## src/rtl/trace_capture_buffer.sv

```systemverilog
// Circular trace recorder for committed-instruction samples. A trigger arms a
// post-trigger window, and the frozen window is then streamed out oldest-first.
module trace_capture_buffer #(
  parameter int unsigned DATA_W    = 32,
  parameter int unsigned DEPTH     = 16,
  parameter int unsigned POST_TRIG = 4
) (
  input  logic                     clk,
  input  logic                     reset,
  input  logic                     arm,
  input  logic [1:0]               trig_mode,
  input  logic [DATA_W-1:0]        trig_value,
  input  logic                     force_trig,
  input  logic                     smp_valid,
  input  logic [DATA_W-1:0]        smp_pc,
  input  logic [DATA_W-1:0]        smp_instr,
  input  logic [DATA_W-1:0]        smp_adr,
  input  logic [DATA_W-1:0]        smp_wdata,
  input  logic                     smp_memwrite,
  input  logic [3:0]               smp_flags,
  output logic [1:0]               state,
  output logic                     triggered,
  output logic [$clog2(DEPTH):0]   fill_count,
  input  logic                     rd_ready,
  output logic                     rd_valid,
  output logic                     rd_last,
  output logic [DATA_W-1:0]        rd_pc,
  output logic [DATA_W-1:0]        rd_instr,
  output logic [DATA_W-1:0]        rd_adr,
  output logic [DATA_W-1:0]        rd_wdata,
  output logic                     rd_memwrite,
  output logic [3:0]               rd_flags
);

  localparam int unsigned AW = $clog2(DEPTH);
  localparam int unsigned CW = AW + 1;

  typedef enum logic [1:0] {
    S_IDLE  = 2'd0,
    S_ARMED = 2'd1,
    S_POST  = 2'd2,
    S_DONE  = 2'd3
  } state_t;

  typedef struct packed {
    logic [DATA_W-1:0] pc;
    logic [DATA_W-1:0] instr;
    logic [DATA_W-1:0] adr;
    logic [DATA_W-1:0] wdata;
    logic              memwrite;
    logic [3:0]        flags;
  } entry_t;

  state_t        state_q;
  logic [AW-1:0] wr_ptr;
  logic [CW-1:0] post_cnt;
  logic [CW-1:0] rd_cnt;
  logic [AW-1:0] rd_idx;
  logic          capturing;
  logic          mode_hit;
  logic          hit;
  logic          xfer;
  entry_t        mem [DEPTH];
  entry_t        rd_entry;

  assign state     = state_q;
  assign capturing = (state_q == S_ARMED || state_q == S_POST) && smp_valid;

  // Trigger qualification; only meaningful on a valid sample.
  always_comb begin
    mode_hit = 1'b0;
    case (trig_mode)
      2'd0:    mode_hit = (smp_pc == trig_value);
      2'd1:    mode_hit = smp_memwrite && (smp_adr == trig_value);
      2'd2:    mode_hit = (smp_instr == trig_value);
      default: mode_hit = 1'b0;
    endcase
    hit = smp_valid && (force_trig || mode_hit);
  end

  // Sample storage; contents need no reset.
  always_ff @(posedge clk) begin
    if (capturing) begin
      mem[wr_ptr] <= '{pc: smp_pc, instr: smp_instr, adr: smp_adr,
                       wdata: smp_wdata, memwrite: smp_memwrite, flags: smp_flags};
    end
  end

  // Oldest entry sits fill_count slots behind the write pointer.
  assign rd_idx   = wr_ptr - AW'(fill_count) + AW'(rd_cnt);
  assign rd_entry = mem[rd_idx];

  assign rd_valid    = (state_q == S_DONE) && (rd_cnt < fill_count);
  assign rd_last     = rd_valid && (rd_cnt == fill_count - CW'(1));
  assign rd_pc       = rd_entry.pc;
  assign rd_instr    = rd_entry.instr;
  assign rd_adr      = rd_entry.adr;
  assign rd_wdata    = rd_entry.wdata;
  assign rd_memwrite = rd_entry.memwrite;
  assign rd_flags    = rd_entry.flags;
  assign xfer        = rd_valid && rd_ready;

  // Capture/readout control.
  always_ff @(posedge clk or posedge reset) begin
    if (reset) begin
      state_q    <= S_IDLE;
      wr_ptr     <= '0;
      fill_count <= '0;
      post_cnt   <= '0;
      rd_cnt     <= '0;
      triggered  <= 1'b0;
    end else begin
      case (state_q)
        S_IDLE: begin
          if (arm) begin
            wr_ptr     <= '0;
            fill_count <= '0;
            post_cnt   <= '0;
            rd_cnt     <= '0;
            triggered  <= 1'b0;
            state_q    <= S_ARMED;
          end
        end
        S_ARMED: begin
          if (smp_valid) begin
            wr_ptr <= wr_ptr + AW'(1);
            if (fill_count != CW'(DEPTH)) fill_count <= fill_count + CW'(1);
          end
          if (hit) begin
            triggered <= 1'b1;
            post_cnt  <= '0;
            state_q   <= (POST_TRIG == 0) ? S_DONE : S_POST;
          end
        end
        S_POST: begin
          if (smp_valid) begin
            wr_ptr   <= wr_ptr + AW'(1);
            post_cnt <= post_cnt + CW'(1);
            if (fill_count != CW'(DEPTH)) fill_count <= fill_count + CW'(1);
            if (post_cnt + CW'(1) == CW'(POST_TRIG)) state_q <= S_DONE;
          end
        end
        S_DONE: begin
          if (arm) begin
            wr_ptr     <= '0;
            fill_count <= '0;
            post_cnt   <= '0;
            rd_cnt     <= '0;
            triggered  <= 1'b0;
            state_q    <= S_ARMED;
          end else if (xfer) begin
            if (rd_last) begin
              fill_count <= '0;
              rd_cnt     <= '0;
              state_q    <= S_IDLE;
            end else begin
              rd_cnt <= rd_cnt + CW'(1);
            end
          end
        end
        default: state_q <= S_IDLE;
      endcase
    end
  end

endmodule

```

## config.mk

```make
export PLATFORM = sky130hd
export DESIGN_NAME = trace_capture_buffer
export DESIGN_NICKNAME = d
export VERILOG_FILES = /design/src/rtl/trace_capture_buffer.sv
export SDC_FILE = /design/constraint.sdc
export NUM_CORES = 2
export LEC_CHECK = 0
export ABC_AREA = 1
export BUFFER_PORTS_ARGS = -buffer_cell sky130_fd_sc_hd__buf_2
export CAP_MARGIN = 40
export CORE_MARGIN = 10
export CORE_UTILIZATION = 55
export CTS_CLUSTER_SIZE = 24
export DETAILED_ROUTE_END_ITERATION = 16
export PLACE_DENSITY = 0.72
export RECOVER_POWER = 25
export SLEW_MARGIN = 15
export SYNTH_ARGS = -nofsm -noshare
export SYNTH_HDL_FRONTEND = slang
export SYNTH_SLANG_ARGS = --single-unit
```

## constraint.sdc

```tcl
create_clock -name clk -period 9.5 [get_ports clk]
set_clock_uncertainty 0.1 [all_clocks]
set_input_delay 0 -clock clk [delete_from_list [all_inputs] [get_ports clk]]
set_output_delay 0 -clock clk [all_outputs]
set_load 0.05 [all_outputs]
```

; Yosys cells after proc, flatten, opt, wreduce, memory -nomap -nowiden
; Memories as Yosys holds them, arrays and structs flattened.
; Index checks and enable logic that the tools add are counted.
[word_totals]
memories = 1
input_bits = 173
reg_bits = 22
ram_bits = 2128
output_inout_bits = 143
elab_cells = 86
[mem_list]
columns = memory, words, word_bits, read_ports, rd_ports_with_merged_regs, wr, line
row1 = mem, 16, 133, 1, 0, 1, 63  ; entry_t mem [DEPTH];
[op_classes]
n_eq_ne = 20
muxes = 31
reduce_logical = 20
addsub = 7
n_lt_le_gt_ge = 1
[ops]
columns = cell, count
row1 = == test 32 bit, 3
row2 = two-way mux 5 bit, 11
row3 = one-hot mux 5 bit (3 select lines), 2
row4 = "adder 5 x 1 -> 5 bit, second input constant", 3
row5 = two-way mux 2 bit, 7
row6 = one-hot mux 5 bit (2 select lines), 1
row7 = AND reduction 3 bit, 3
row8 = two-way mux 4 bit, 2
row9 = "!= test 2 x 1 -> 1 bit, second input constant", 4
row10 = one-hot mux 2 bit (4 select lines), 1
row11 = one-hot mux 4 bit (2 select lines), 1
row12 = "== test 2 bit, second input constant", 3
row13 = logical AND 1 bit, 6
row14 = "!= test 2 bit, second input constant", 3
row15 = "!= test 3 bit, second input constant", 2
row16 = AND reduction 6 bit, 1
row17 = "== test 5 x 3 -> 1 bit, second input constant", 1
row18 = == test 5 bit, 1
row19 = less-than comparator 5 bit, 1
row20 = "!= test 5 bit, second input constant", 1
row21 = AND reduction 5 bit, 1
row22 = "subtractor 5 x 1 -> 5 bit, second input constant", 1
row23 = "adder 4 x 1 -> 4 bit, second input constant", 1
row24 = adder 4 bit, 1
row25 = 10 further kinds, 18

; Depth between registers and ports, before layout
[depth]
depth_word = 7
mapped_depth = 19
depth_no_buf = 18

; Least setup slack after synthesis
; Ideal clock, no wire load.
[synth_timing]
path_kind = reg-to-reg
from = register state_q[0], in the netlist state[0]
to = memory mem[11][0] (netlist name) (enable)
t_arrival_ns = 7.111
t_required_ns = 8.773
setup_time_ns = 0.627
n_path_buf = 0
path_stages_with_launch = 7
period_less_slack_ns = 7.838
slack_ns = 1.662
path_cell_list = dfrtp_1 > inv_1 > ha_1 > nand2_1 > inv_1 > nand2_1 > nor2_1
[synth_between]
elab_chain_cells = 5
elab_cells_between_ends = 6
cone_classes = 2 x eq/ne / 2 x mux / 2 x reduce/logical
[synth_rtl]
columns = item, line
row1 = "start, declared", 54  ; state_t state_q;
row2 = "start signal, assigned", 132  ; state_q <= (POST_TRIG == 0) ? S_DONE : S_POST;
row3 = == test 2 x 1 -> 1 bit / == test 2 bit (equally long branches), 67  ; assign capturing = (state_q == S_ARMED || state_q == S_POST) && smp_valid;
row4 = logical OR 1 bit *, 67
row5 = logical AND 1 bit *, 67
row6 = two-way mux 1 bit *, 83  ; if (capturing) begin
row7 = two-way mux 1 bit (implied by the code) *, 84  ; mem[wr_ptr] <= '{pc: smp_pc, instr: smp_instr, adr: smp_adr,
row8 = "end, declared", 63
; Mark *: on every way between the ends. The rest lies on a longest branch, timed or not.

; Worst setup path in the final report
[layout_timing]
from = register wr_ptr[1]
to = output rd_instr[10]
[layout_between]
elab_chain_cells = 3
[layout_rtl]
columns = item, line
row1 = "start, declared", 55  ; logic [AW-1:0] wr_ptr;
row2 = "start signal, assigned", 126  ; wr_ptr <= wr_ptr + AW'(1);
row3 = "start signal, assigned", 137  ; wr_ptr <= wr_ptr + AW'(1);
row4 = subtractor 4 bit, 90  ; assign rd_idx = wr_ptr - AW'(fill_count) + AW'(rd_cnt);
row5 = adder 4 bit, 90
row6 = memory (16 x 133 bit), --
row7 = "end, declared", 28  ; output logic [DATA_W-1:0] rd_instr,
; Every way passes these cells.

==> flow_summary.json <==
{
  "maxUsedRoutingLayer": "met5",
  "root_buffer": "clkbuf_16",
  "dieArea_um2": 171000,
  "wl_met1_mm": 88.7,
  "clock-sinks": 2150,
  "vias": 55000,
  "ios": 316,
  "min_period_ns": 6.30,
  "coreArea_um2": 154000,
  "syn_area_per_cell_um2": 14.0,
  "grt_pass1_wl_mm": 344,
  "crit_top_cell": "o21ai_0",
  "start_util_pct": 55.4,
  "startpoint_type": "flip-flop",
  "cts_max_level": 4,
  "slowest_delay_ns": 0.97,
  "die_h_um": 414,
  "antenna_found_initial": 52,
  "drt_iter0_markers": 7046,
  "grt_max_degree": 220,
  "yosysSeqAreaShare_pct": 75.6,
  "synth_commonest_cells": "edfxtp_1 (2128), o21ai_0 (1028), nor2_1 (846)",
  "ys.flop_type": "edfxtp_1",
  "worst_ep_required_time_ns": 9.40,
  "synth_nets": 6282,
  "yosysMostFrequentCell": "edfxtp_1",
  "cap_violations": 0,
  "worstSetupEndpointType": "output port",
  "grt_pass1_vias": 52900,
  "detail-route-antenna-nets": 0,
  "cts_setup_buffers": 0,
  "cts_tree": "yes",
  "max_freq_mhz": 159,
  "wl_met2_mm": 113,
  "critical_path.cell_chain": "inv_1, fa_1, fa_4, inv_8, buf_12, o21ai_0, o221ai_1, o21ai_0, o21ai_0, buf_2",
  "routed-wl-met3_mm": 22.7,
  "setup_viol": 0,
  "synth-seq-cells": 2150,
  "cp_max_fo": 165,
  "critPathArrivalTime_ns": 6.20,
  "synth_top_area_cell": "edfxtp_1",
  "max_slew.worst_pin.slew_ns": 1.27,
  "place_hpwl_mm": 124,
  "setup_tns_ns": 0,
  "worstSetupPathType": "reg2out",
  "portBuffers": 315,
  "grt.total_usage_pct": 26.8,
  "netlist_area_um2": 85300,
  "path_buf_inv": 4,
  "synth_warnings": 0,
  "yosysTopAreaCellShare_pct": 74.9,
  "finalCritPeriodShare_pct": 66.3,
  "timing.hold.ws_ns": 0.116,
  "std_cell_rows": 144,
  "drive_above_1_share_pct": 10.2,
  "routedWlPerCell_um": 26.8,
  "clockBufferDepth": 3,
  "clock_latency_ns": 0.85,
  "cts_made_buffers": 209,
  "fin_nets": 6696,
  "report.final.slew_viol_count": 0,
  "status": "finished, final reports clean",
  "synthTopCellsByArea": "edfxtp_1 (75%), o21ai_0 (6.0%), nor2_1 (3.7%)",
  "drc": 0,
  "path_clk_slew_ns": 0.06,
  "fp.dieW_um": 414,
  "syn2layout_area_growth_pct": 15.1,
  "holdCritPathClass": "in2reg",
  "postSynthCellCount": 6086,
  "rsz0062_at_grt": "no",
  "drt_wl_total_mm": 234,
  "routed_via_density": 6.29,
  "slew_headroom_pct": 15.5,
  "synth-async-reset-ratio_pct": 1.02,
  "routabilityCongestion": 0.909,
  "drt_pass1_iterations": 6,
  "grt_overflow": 0,
  "synth-edff-count": 2128,
  "ys_types": 47,
  "hold_viol_final": 0,
  "crit_family": "buffers and inverters",
  "crit_slowest_cell": "fa_4"
}
## area by class of cell
| class | instances | area [um2] |
|---|---|---|
| Fill cell | 11000 | 55900 |
| Timing Repair Buffer | 637 | 5270 |
| Inverter | 124 | 493 |
| Antenna cell | 25 | 62.6 |
| Sequential cell | 2150 | 64500 |
| Multi-Input combinational cell | 3378 | 18600 |
| Tap cell | 2044 | 2560 |
| Clock inverter | 122 | 1310 |
| Clock buffer | 262 | 5450 |
## tightest hold or removal path, delay by kind of cell
kind	cells	cell delay [ns]
AND/OR/NAND/NOR	2	0.25
buffers and inverters	2	0.68
AO/OA/AOI/OAI	1	0.08
## flip-flops by register name, summed over array words and instances (netlist names)
register / flops
mem: 2128
fill_count: 5
post_cnt: 5
rd_cnt: 5
wr_ptr: 4
state: 2
triggered: 1
## through the flow
stage / cell area [um2] / util [%] / worst slack (ns) / instances
floorplan: 85300 / - / 1.66 / 6086
global placement: 88400 / 57.4 / 3.97 / 8081
detailed placement: 89200 / 57.9 / 4.18 / 8114
CTS: 98100 / 63.7 / 3.26 / 8711
global route: 98100 / 63.7 / 3.05 / 8722
finish: 98200 / 63.7 / 3.20 / 8742
## path summary, 6_finish.rpt
kind	depth (start not counted)	slack, ns	from	to
worst max-delay path	10	3.20	wr_ptr[1]	rd_instr[10]
worst min register to register	2	0.38	post_cnt[4]	post_cnt[4]
max in group asynchronous	5	8.69	reset	wr_ptr[2]
worst min-delay path	5	0.12	smp_valid	wr_ptr[1]
worst max register to register	9	5.35	state[0]	mem[13][11]
min in group asynchronous	4	0.15	reset	rd_cnt[4]
## cells in the final DEF, fill, tap and decap left out, types with 123 or more instances in the layout
| cell type | instances |
|---|---|
| a21oi_1 | 123 |
| clkbuf_16 | 210 |
| nand2_1 | 341 |
| edfxtp_1 | 2128 |
| mux2i_1 | 180 |
| nor2_1 | 830 |
| dlygate4sd3_1 | 213 |
| buf_2 | 247 |
| o221ai_1 | 279 |
| o22ai_1 | 208 |
| o21ai_0 | 1028 |
## logic make-up (layout without fill, tap and decap cells)
logic type,after synthesis,count (layout),synth area share (%)
AOI/OAI and AO/OA,1802,1802,12.6
xor gates and xnor gates,30,30,0.317
adders and majority gates,23,23,0.364
buffers and inverters,558,1145,2.81
DFF,2150,2150,75.6
muxes,180,180,2.11
other,0,25,0
and+or+nand+nor,1343,1343,6.23
## metal layers
metal / vias up / global-route usage, %
met5: - / 0
met4: 48 / 11.0
met3: 525 / 5.82
met2: 2809 / 43.3
met1: 27500 / 35.4
li1: 24100 / -
## timing repair
item	in CTS	in global routing
endpoints found under the hold margin	2172	0
hold buffers	213	0
gates resized for setup	0	0
Power is left out: the tool's default activity adds up to more than one toggle a clock period on the data nets, which glitch-free logic cannot reach.
